[src/rtl/mem_port_arbiter_if.sv]
// rtl/mem_port_arbiter_if.sv - fetch, load/store and memory port signals of the arbiter
interface mem_port_arbiter_if #(
    parameter int ADDR_W = 32,
    parameter int DATA_W = 32
);
    logic                  i_req_valid;
    logic [ADDR_W-1:0]     i_req_addr;
    logic                  i_req_ready;
    logic                  i_resp_valid;
    logic [DATA_W-1:0]     i_resp_rdata;

    logic                  d_req_valid;
    logic                  d_req_we;
    logic [ADDR_W-1:0]     d_req_addr;
    logic [DATA_W-1:0]     d_req_wdata;
    logic [DATA_W/8-1:0]   d_req_wstrb;
    logic                  d_req_ready;
    logic                  d_resp_valid;
    logic [DATA_W-1:0]     d_resp_rdata;

    logic                  mem_req_valid;
    logic                  mem_req_ready;
    logic                  mem_we;
    logic [ADDR_W-1:0]     mem_addr;
    logic [DATA_W-1:0]     mem_wdata;
    logic [DATA_W/8-1:0]   mem_wstrb;
    logic                  mem_resp_valid;
    logic [DATA_W-1:0]     mem_resp_rdata;

    logic                  busy;
    logic                  owner_d;

    // Arbiter side
    modport slave (
        input  i_req_valid, i_req_addr,
        output i_req_ready, i_resp_valid, i_resp_rdata,
        input  d_req_valid, d_req_we, d_req_addr, d_req_wdata, d_req_wstrb,
        output d_req_ready, d_resp_valid, d_resp_rdata,
        output mem_req_valid, mem_we, mem_addr, mem_wdata, mem_wstrb,
        input  mem_req_ready, mem_resp_valid, mem_resp_rdata,
        output busy, owner_d
    );

    // Requesters and memory side
    modport master (
        output i_req_valid, i_req_addr,
        input  i_req_ready, i_resp_valid, i_resp_rdata,
        output d_req_valid, d_req_we, d_req_addr, d_req_wdata, d_req_wstrb,
        input  d_req_ready, d_resp_valid, d_resp_rdata,
        input  mem_req_valid, mem_we, mem_addr, mem_wdata, mem_wstrb,
        output mem_req_ready, mem_resp_valid, mem_resp_rdata,
        input  busy, owner_d
    );
endinterface

[src/rtl/mem_port_arbiter.sv]
// rtl/mem_port_arbiter.sv - single-outstanding D-over-I memory port arbiter, optional starvation guard MEM_ARB_STARVE_GUARD_EN
module mem_port_arbiter #(
    parameter int ADDR_W     = 32,
    parameter int DATA_W     = 32,
    parameter int STARVE_MAX = 4
) (
    input  logic                 clk,
    input  logic                 rst,
    mem_port_arbiter_if.slave    bus
);
    localparam int STRB_W = DATA_W / 8;

    typedef enum logic [1:0] {
        IDLE  = 2'd0,
        ISSUE = 2'd1,
        WAIT  = 2'd2
    } state_t;

    state_t              state;
    state_t              state_nxt;
    logic                owner_d_q;
    logic                we_q;
    logic [ADDR_W-1:0]   addr_q;
    logic [DATA_W-1:0]   wdata_q;
    logic [STRB_W-1:0]   wstrb_q;
    logic                grant_d;
    logic                grant_i;
    logic                force_i;

`ifdef MEM_ARB_STARVE_GUARD_EN
    localparam int CNT_W = $clog2(STARVE_MAX + 1);
    logic [CNT_W-1:0] starve_cnt;

    assign force_i = bus.i_req_valid && (starve_cnt == CNT_W'(STARVE_MAX));

    // Count D grants taken while I waits; any I grant clears the count
    always_ff @(posedge clk) begin
        if (rst) begin
            starve_cnt <= '0;
        end else if (grant_i) begin
            starve_cnt <= '0;
        end else if (grant_d && bus.i_req_valid && (starve_cnt != CNT_W'(STARVE_MAX))) begin
            starve_cnt <= starve_cnt + 1'b1;
        end
    end
`else
    // Without the guard the threshold can never be met, so I is never forced
    assign force_i = (STARVE_MAX < 0);
`endif

    // Winner selection, only in IDLE and never while reset is applied
    always_comb begin
        grant_d = 1'b0;
        grant_i = 1'b0;
        if ((state == IDLE) && !rst) begin
            grant_d = bus.d_req_valid && !force_i;
            grant_i = bus.i_req_valid && !grant_d;
        end
    end

    // State register
    always_ff @(posedge clk) begin
        if (rst) begin
            state <= IDLE;
        end else begin
            state <= state_nxt;
        end
    end

    // Next-state: grant -> issue until accepted -> wait for response -> release
    always_comb begin
        state_nxt = state;
        case (state)
            IDLE:    if (grant_d || grant_i) state_nxt = ISSUE;
            ISSUE:   if (bus.mem_req_ready)  state_nxt = WAIT;
            WAIT:    if (bus.mem_resp_valid) state_nxt = IDLE;
            default: state_nxt = IDLE;
        endcase
    end

    // Latch the winner's request; fetches always read with no byte enables
    always_ff @(posedge clk) begin
        if (rst) begin
            owner_d_q <= 1'b0;
            we_q      <= 1'b0;
            addr_q    <= '0;
            wdata_q   <= '0;
            wstrb_q   <= '0;
        end else if (grant_d) begin
            owner_d_q <= 1'b1;
            we_q      <= bus.d_req_we;
            addr_q    <= bus.d_req_addr;
            wdata_q   <= bus.d_req_wdata;
            wstrb_q   <= bus.d_req_wstrb;
        end else if (grant_i) begin
            owner_d_q <= 1'b0;
            we_q      <= 1'b0;
            addr_q    <= bus.i_req_addr;
            wdata_q   <= '0;
            wstrb_q   <= '0;
        end
    end

    // Outputs: ready pulses, memory request, response routed to the owner only
    always_comb begin
        bus.i_req_ready   = grant_i;
        bus.d_req_ready   = grant_d;
        bus.mem_req_valid = (state == ISSUE) && !rst;
        bus.mem_we        = we_q;
        bus.mem_addr      = addr_q;
        bus.mem_wdata     = wdata_q;
        bus.mem_wstrb     = wstrb_q;
        bus.i_resp_valid  = (state == WAIT) && !rst && bus.mem_resp_valid && !owner_d_q;
        bus.d_resp_valid  = (state == WAIT) && !rst && bus.mem_resp_valid && owner_d_q;
        bus.i_resp_rdata  = bus.mem_resp_rdata;
        bus.d_resp_rdata  = bus.mem_resp_rdata;
        bus.busy          = (state != IDLE) && !rst;
        bus.owner_d       = owner_d_q;
    end
endmodule

[src/flat_wrapper.sv]
// flat-port wrapper written by rule: the top's interface ports become plain ports
module mem_port_arbiter_flat 
#(
    parameter int ADDR_W     = 32,
    parameter int DATA_W     = 32,
    parameter int STARVE_MAX = 4
)
  (clk, rst, bus_i_req_valid, bus_i_req_addr, bus_i_req_ready, bus_i_resp_valid, bus_i_resp_rdata, bus_d_req_valid, bus_d_req_we, bus_d_req_addr, bus_d_req_wdata, bus_d_req_wstrb, bus_d_req_ready, bus_d_resp_valid, bus_d_resp_rdata, bus_mem_req_valid, bus_mem_we, bus_mem_addr, bus_mem_wdata, bus_mem_wstrb, bus_mem_req_ready, bus_mem_resp_valid, bus_mem_resp_rdata, bus_busy, bus_owner_d);
  mem_port_arbiter_if #(.ADDR_W(ADDR_W), .DATA_W(DATA_W)) bus_i ();
  input  logic clk;
  input  logic rst;
  input wire logic [$bits(bus_i.i_req_valid)-1:0] bus_i_req_valid;
  input wire logic [$bits(bus_i.i_req_addr)-1:0] bus_i_req_addr;
  output wire logic [$bits(bus_i.i_req_ready)-1:0] bus_i_req_ready;
  output wire logic [$bits(bus_i.i_resp_valid)-1:0] bus_i_resp_valid;
  output wire logic [$bits(bus_i.i_resp_rdata)-1:0] bus_i_resp_rdata;
  input wire logic [$bits(bus_i.d_req_valid)-1:0] bus_d_req_valid;
  input wire logic [$bits(bus_i.d_req_we)-1:0] bus_d_req_we;
  input wire logic [$bits(bus_i.d_req_addr)-1:0] bus_d_req_addr;
  input wire logic [$bits(bus_i.d_req_wdata)-1:0] bus_d_req_wdata;
  input wire logic [$bits(bus_i.d_req_wstrb)-1:0] bus_d_req_wstrb;
  output wire logic [$bits(bus_i.d_req_ready)-1:0] bus_d_req_ready;
  output wire logic [$bits(bus_i.d_resp_valid)-1:0] bus_d_resp_valid;
  output wire logic [$bits(bus_i.d_resp_rdata)-1:0] bus_d_resp_rdata;
  output wire logic [$bits(bus_i.mem_req_valid)-1:0] bus_mem_req_valid;
  output wire logic [$bits(bus_i.mem_we)-1:0] bus_mem_we;
  output wire logic [$bits(bus_i.mem_addr)-1:0] bus_mem_addr;
  output wire logic [$bits(bus_i.mem_wdata)-1:0] bus_mem_wdata;
  output wire logic [$bits(bus_i.mem_wstrb)-1:0] bus_mem_wstrb;
  input wire logic [$bits(bus_i.mem_req_ready)-1:0] bus_mem_req_ready;
  input wire logic [$bits(bus_i.mem_resp_valid)-1:0] bus_mem_resp_valid;
  input wire logic [$bits(bus_i.mem_resp_rdata)-1:0] bus_mem_resp_rdata;
  output wire logic [$bits(bus_i.busy)-1:0] bus_busy;
  output wire logic [$bits(bus_i.owner_d)-1:0] bus_owner_d;
  assign bus_i.i_req_valid = bus_i_req_valid;
  assign bus_i.i_req_addr = bus_i_req_addr;
  assign bus_i_req_ready = bus_i.i_req_ready;
  assign bus_i_resp_valid = bus_i.i_resp_valid;
  assign bus_i_resp_rdata = bus_i.i_resp_rdata;
  assign bus_i.d_req_valid = bus_d_req_valid;
  assign bus_i.d_req_we = bus_d_req_we;
  assign bus_i.d_req_addr = bus_d_req_addr;
  assign bus_i.d_req_wdata = bus_d_req_wdata;
  assign bus_i.d_req_wstrb = bus_d_req_wstrb;
  assign bus_d_req_ready = bus_i.d_req_ready;
  assign bus_d_resp_valid = bus_i.d_resp_valid;
  assign bus_d_resp_rdata = bus_i.d_resp_rdata;
  assign bus_mem_req_valid = bus_i.mem_req_valid;
  assign bus_mem_we = bus_i.mem_we;
  assign bus_mem_addr = bus_i.mem_addr;
  assign bus_mem_wdata = bus_i.mem_wdata;
  assign bus_mem_wstrb = bus_i.mem_wstrb;
  assign bus_i.mem_req_ready = bus_mem_req_ready;
  assign bus_i.mem_resp_valid = bus_mem_resp_valid;
  assign bus_i.mem_resp_rdata = bus_mem_resp_rdata;
  assign bus_busy = bus_i.busy;
  assign bus_owner_d = bus_i.owner_d;
  mem_port_arbiter #(.ADDR_W(ADDR_W), .DATA_W(DATA_W), .STARVE_MAX(STARVE_MAX)) u_core (.clk(clk), .rst(rst), .bus(bus_i));
endmodule
[config.mk]
export PLATFORM = sky130hd
export DESIGN_NAME = mem_port_arbiter_flat
export DESIGN_NICKNAME = d
export VERILOG_FILES = /design/src/rtl/mem_port_arbiter_if.sv /design/src/rtl/mem_port_arbiter.sv /design/src/flat_wrapper.sv
export SDC_FILE = /design/constraint.sdc
export NUM_CORES = 1
export LEC_CHECK = 0
export BUFFER_PORTS_ARGS = -buffer_cell sky130_fd_sc_hd__buf_4
export CAP_MARGIN = 10
export CORE_AREA = 2 2 109 111
export DETAILED_ROUTE_END_ITERATION = 16
export DIE_AREA = 0 0 111 113
export HOLD_SLACK_MARGIN = 0.05
export SLEW_MARGIN = 10
export SYNTH_ARGS = -nofsm -noshare
export SYNTH_HDL_FRONTEND = slang
export SYNTH_SLANG_ARGS = --single-unit
[constraint.sdc]
create_clock -name clk -period 2.3 [get_ports clk]
set_input_delay 0.115 -clock clk [delete_from_list [all_inputs] [get_ports clk]]
set_output_delay 0.115 -clock clk [all_outputs]
set_load 0.1 [all_outputs]
### Word-level counts from Yosys, hierarchy flattened

Index checks and enable logic that the tools add are counted.

* register bits after elaboration: 72
* bits of input ports: 139
* output and inout port bits: 140
* word-level logic and storage cells: 42

* eq/ne operators: 5
* multiplexer cells: 15
* reduce and logical (&&, ||, !) cells: 16

Operators by type and width (count)
* 32-bit 2-to-1 mux: 4
* 1-bit logical AND: 8
* 4-bit 2-to-1 mux: 2
* 2-bit 2-to-1 mux: 3
* 2-bit inequality test (second input constant): 3
* 2-bit one-hot mux with 3 select lines: 1
* 1-bit 2-to-1 mux: 5
* 2-bit nonzero test: 2
* 1-bit zero test: 3
* 3-bit AND reduction: 1
* 2-bit by 1-bit == test with 1-bit output (second input constant): 1
* 2-bit == test (second input constant): 1
* 2-bit zero test: 1
* 1-bit logical OR: 1

### Depth between registers and ports, before layout

* depth in word-level cells: 6
* mapped depth: 6
* depth with buffers taken out: 3

### Worst setup path before layout

Ideal clock, no wire load.

* path kind: reg-to-reg
* from: register u_core.state[0]
* to: register u_core.state[0]
* setup time: 0.075 ns
* arrival: 2.880 ns
* data required time: 2.225 ns
* path slack: -0.655 ns
* cell stages (with the launch flop): 3
* clock period less this slack: 2.955 ns
* cells stage by stage: dfxtp_1 -> nor3b_1 -> o2bb2ai_1

* word-level cells in the longest chain between the ends: 6
* elaborated cells between the ends (all ways): 12
* classes of those cells: eq/ne (5); mux (3); reduce/logical (4)

RTL lines
* from (decl): RTL line mem_port_arbiter.sv:19 `state_t state;`
* from (signal assigned): RTL line mem_port_arbiter.sv:66 `state <= state_nxt;`
* 2-bit zero test: RTL line mem_port_arbiter.sv:55, mem_port_arbiter.sv:73
* 1-bit logical AND: RTL line mem_port_arbiter.sv:55 `if ((state == IDLE) && !rst) begin`
* 1-bit 2-to-1 mux: RTL line mem_port_arbiter.sv:55
* 1-bit logical OR: RTL line mem_port_arbiter.sv:74 `IDLE: if (grant_d || grant_i) state_nxt = ISSUE;`
* 2-bit inequality test (no source line)
* 3-bit AND reduction (no source line)

Parallel ways exist; a longest one is shown, timed or not.
A chain may end at the register's enable or synchronous reset.

### Final worst setup path

* from: register u_core.state[1]
* to: output port bus_i_req_ready

* word-level cells in the longest chain between the ends: 3

RTL lines
* 2-bit zero test: RTL line mem_port_arbiter.sv:55
* 1-bit logical AND: RTL line mem_port_arbiter.sv:55
* 1-bit 2-to-1 mux: RTL line mem_port_arbiter.sv:55
* to (decl): RTL line flat_wrapper.sv:14 `output wire logic [$bits(bus_i.i_req_ready)-1:0] bus_i_req_ready;`

No other way between the ends.

==> results by group <==
Worst setup path
  – Worst Setup Start Kind: register
  – Crit-path max FO: 8
  – Critical path origin: u_core.state[1]$_SDFFE_PP0P_
  – Reg2reg path depth: 4
  – Crit path DAT: 1830 ps
  – Req. time, crit path: 2180 ps
  – Worst setup EP type: output port
  – RR Startpoint: u_core.state[1]$_SDFFE_PP0P_
  – Crit path kind: register to output port

Placed design
  – GP Congestion: 0.740
  – Pre-CTS setup slack: 500 ps
  – IO Port Bufs: 182
  – Hpwl dp: 6.45 mm

Logic synthesis
  – Most numerous cell in the Yosys netlist: dfxtp_1
  – Synth area leader: dfxtp_1
  – Gate count of the mapped netlist: 317
  – Post-synth EDFFs: 0
  – Synth warn: 0
  – Cell variety after synth: 25
  – Syn avg cell area: 10.2 µm²
  – Primary FF master, synth: dfxtp_1
  – Synth Register Bits: 72
  – Cell Area, Synth: 3230 µm²
  – Sequential cell area fraction in the yosys report: 0.447
  – Top-area cell type share of the netlist area: 0.447
  – Synth cell count leaders: dfxtp_1 (72), buf_4 (65), a22o_1 (37), a21oi_1 (34), nor3_1 (32)
  – Main area contributors after synthesis: dfxtp_1 (45%), buf_4 (15%), a22o_1 (10%)
  – Asr flop ratio synth: 0
  – Mapped Nets: 456

Pwr
  – Leakage power: 0.00225 µW
  – Worst IR Drop VDD: 0.000460 V
  – Pwr dens: 911 nW/µm²

Drt
  – Via count: 2941
  – DRC: 0
  – Wire length per cell: 15.6 µm
  – Iteration-0 DRC Markers: 157
  – Total routed wirelength: 9.80 mm
  – Router iterations before antenna repair: 4
  – Vias/cell: 4.68
  – Post-route ant nets: 0

Clock network
  – Root buf cell: clkbuf_16
  – Clock transition at path regs: 60 ps
  – Clock tree buffer depth: 2
  – CTS tree: yes
  – Clock Sinks: 72
  – Worst-Skew Late Latency: 340 ps
  – Inserted Clock Buffers: 9
  – Htree depth: 3
  – Setup bufs post-CTS: 0

Run
  – MaxCap Viol Count: 0

Cells and area
  – Fill cells: 1069
  – Syn-to-layout area delta: 55.0%
  – Share of layout cells above drive strength 1: 0.482
  – Diodes inserted: 0
  – # nets final: 619

Die
  – Die W: 111 µm
  – I/O pin cnt: 279
  – Die area: 12500 µm²
  – Initial core utilization: 0.286
  – Core ar.: 11300 µm²
  – Die height: 113 µm
  – Cell row count: 39

STA
  – Fmax: 0.515 GHz
  – Worst slew pin tran: 531 ps
  – Slew Limit Fails: 0
  – RSZ-0062 raised after global routing: no
  – Setup slack after layout: 359 ps
  – Final period utilization: 0.844
  – Worst relative slew slack: 0.646
  – Final min period: 1940 ps
  – Setup Skew: 5.95 ps
  – Final Hold Fails: 0
  – # setup viols final: 0
  – Final setup TNS: 0 ps

Global routing
  – Met2 usage: 0.252
  – Largest net degree at the start of global routing: 42
  – Initial antenna violation count: 0
  – First-pass GRT wire length: 15.4 mm
  – Congestion Overflow GR: 0
  – Met3 Track Usage GR: 0.0525
  – Vias in the first global route: 3103
  – Met1 Use GR: 0.175
  – Grt peak-use layer: met2
  – Overall Global Routing Usage: 0.153

Hold path
  – Worst Hold Class: primary input to register
  – Hold path start: bus_i_req_addr[30]
  – Worst Hold Depth: 3

Outcome
  – Status: complete, no violations
## power breakdown
part           internal [µW]  switching [µW]  total (µW)
Clock                    753             600        1350
Combinational            494            1260        1760
Sequential              1380            72.6        1450
Total                   2620            1930        4560
## per-stage QoR
step / util / power (µW) / hold WS, ps / area (µm²) / cells
3_5_place_dp: 0.371 / 3160 / 231 / 4180 / 559
2_1_floorplan: - / 3260 / 248 / 3230 / 317
5_1_grt: 0.444 / 4750 / 63.7 / 5000 / 628
3_3_place_gp: 0.371 / 3150 / 231 / 4180 / 559
4_1_cts: 0.444 / 4610 / 50.2 / 5000 / 628
6_report: 0.444 / 4560 / 62.0 / 5000 / 628
## layout by cell type, fill, tap and decap left out, types with 2 or more instances in the layout
master / n
buf_4: 189
dfxtp_1: 72
dlygate4sd3_1: 53
a22o_1: 37
a21oi_1: 34
nor3_1: 32
o22ai_2: 22
o22ai_1: 10
clkbuf_16: 9
inv_6: 4
nand2_1: 3
nor2_1: 3
nor2_2: 2
clkinvlp_4: 2
## flip-flops by register name, indices dropped and copies added (netlist names)
signal                count
u_core.state              2
u_core.bus.mem_wstrb      4
u_core.bus.mem_we         1
u_core.bus.mem_wdata     32
u_core.bus.owner_d        1
u_core.bus.mem_addr      32
## worst max-delay path: stages, from the launching register on
cell and delay [ps]:
dfxtp_1 370, or4b_1 690, nor2_2 130, buf_4 290
## cells by family after synthesis
family	Yosys count	synth area share
DFF	72	0.447
and+or+nand+nor	48	0.0826
AOI/OAI and AO/OA	106	0.266
buffers and inverters	91	0.204
## cell type report
type | count | area, µm² | area share
clock inverters | 7 | 61.3 | 0.0123
inverters | 1 | 3.75 | 0.000751
well taps | 143 | 179 | 0.0358
multi-input cells | 154 | 1140 | 0.228
repair buffers | 242 | 1950 | 0.390
clock buffers | 9 | 225 | 0.0450
flip-flops and latches | 72 | 1440 | 0.288
## final timing paths
path / endpoint / slack [ps]
setup / recovery: bus_i_req_ready / 360
hold / removal: u_core.bus.mem_addr[30]$_SDFFE_PP0P_ / 60
setup reg to reg: u_core.bus.mem_addr[14]$_SDFFE_PP0P_ / 490
hold reg to reg: u_core.bus.mem_wdata[16]$_SDFFE_PP0P_ / 470
## routing by layer
layer | wire, µm | vias up
met2 | 4640 | 126
met5 | 0 | -
met4 | 328 | 0
met1 | 4060 | 1349
li1 | - | 1425
met3 | 767 | 41
## what timing repair did
| item | in CTS | in global routing |
|---|---|---|
| endpoints found under the hold margin | 53 | 0 |
| hold buffers | 53 | 0 |
| gates resized for setup | 0 | 0 |
No activity file was read; power rests on OpenSTA's default activity.
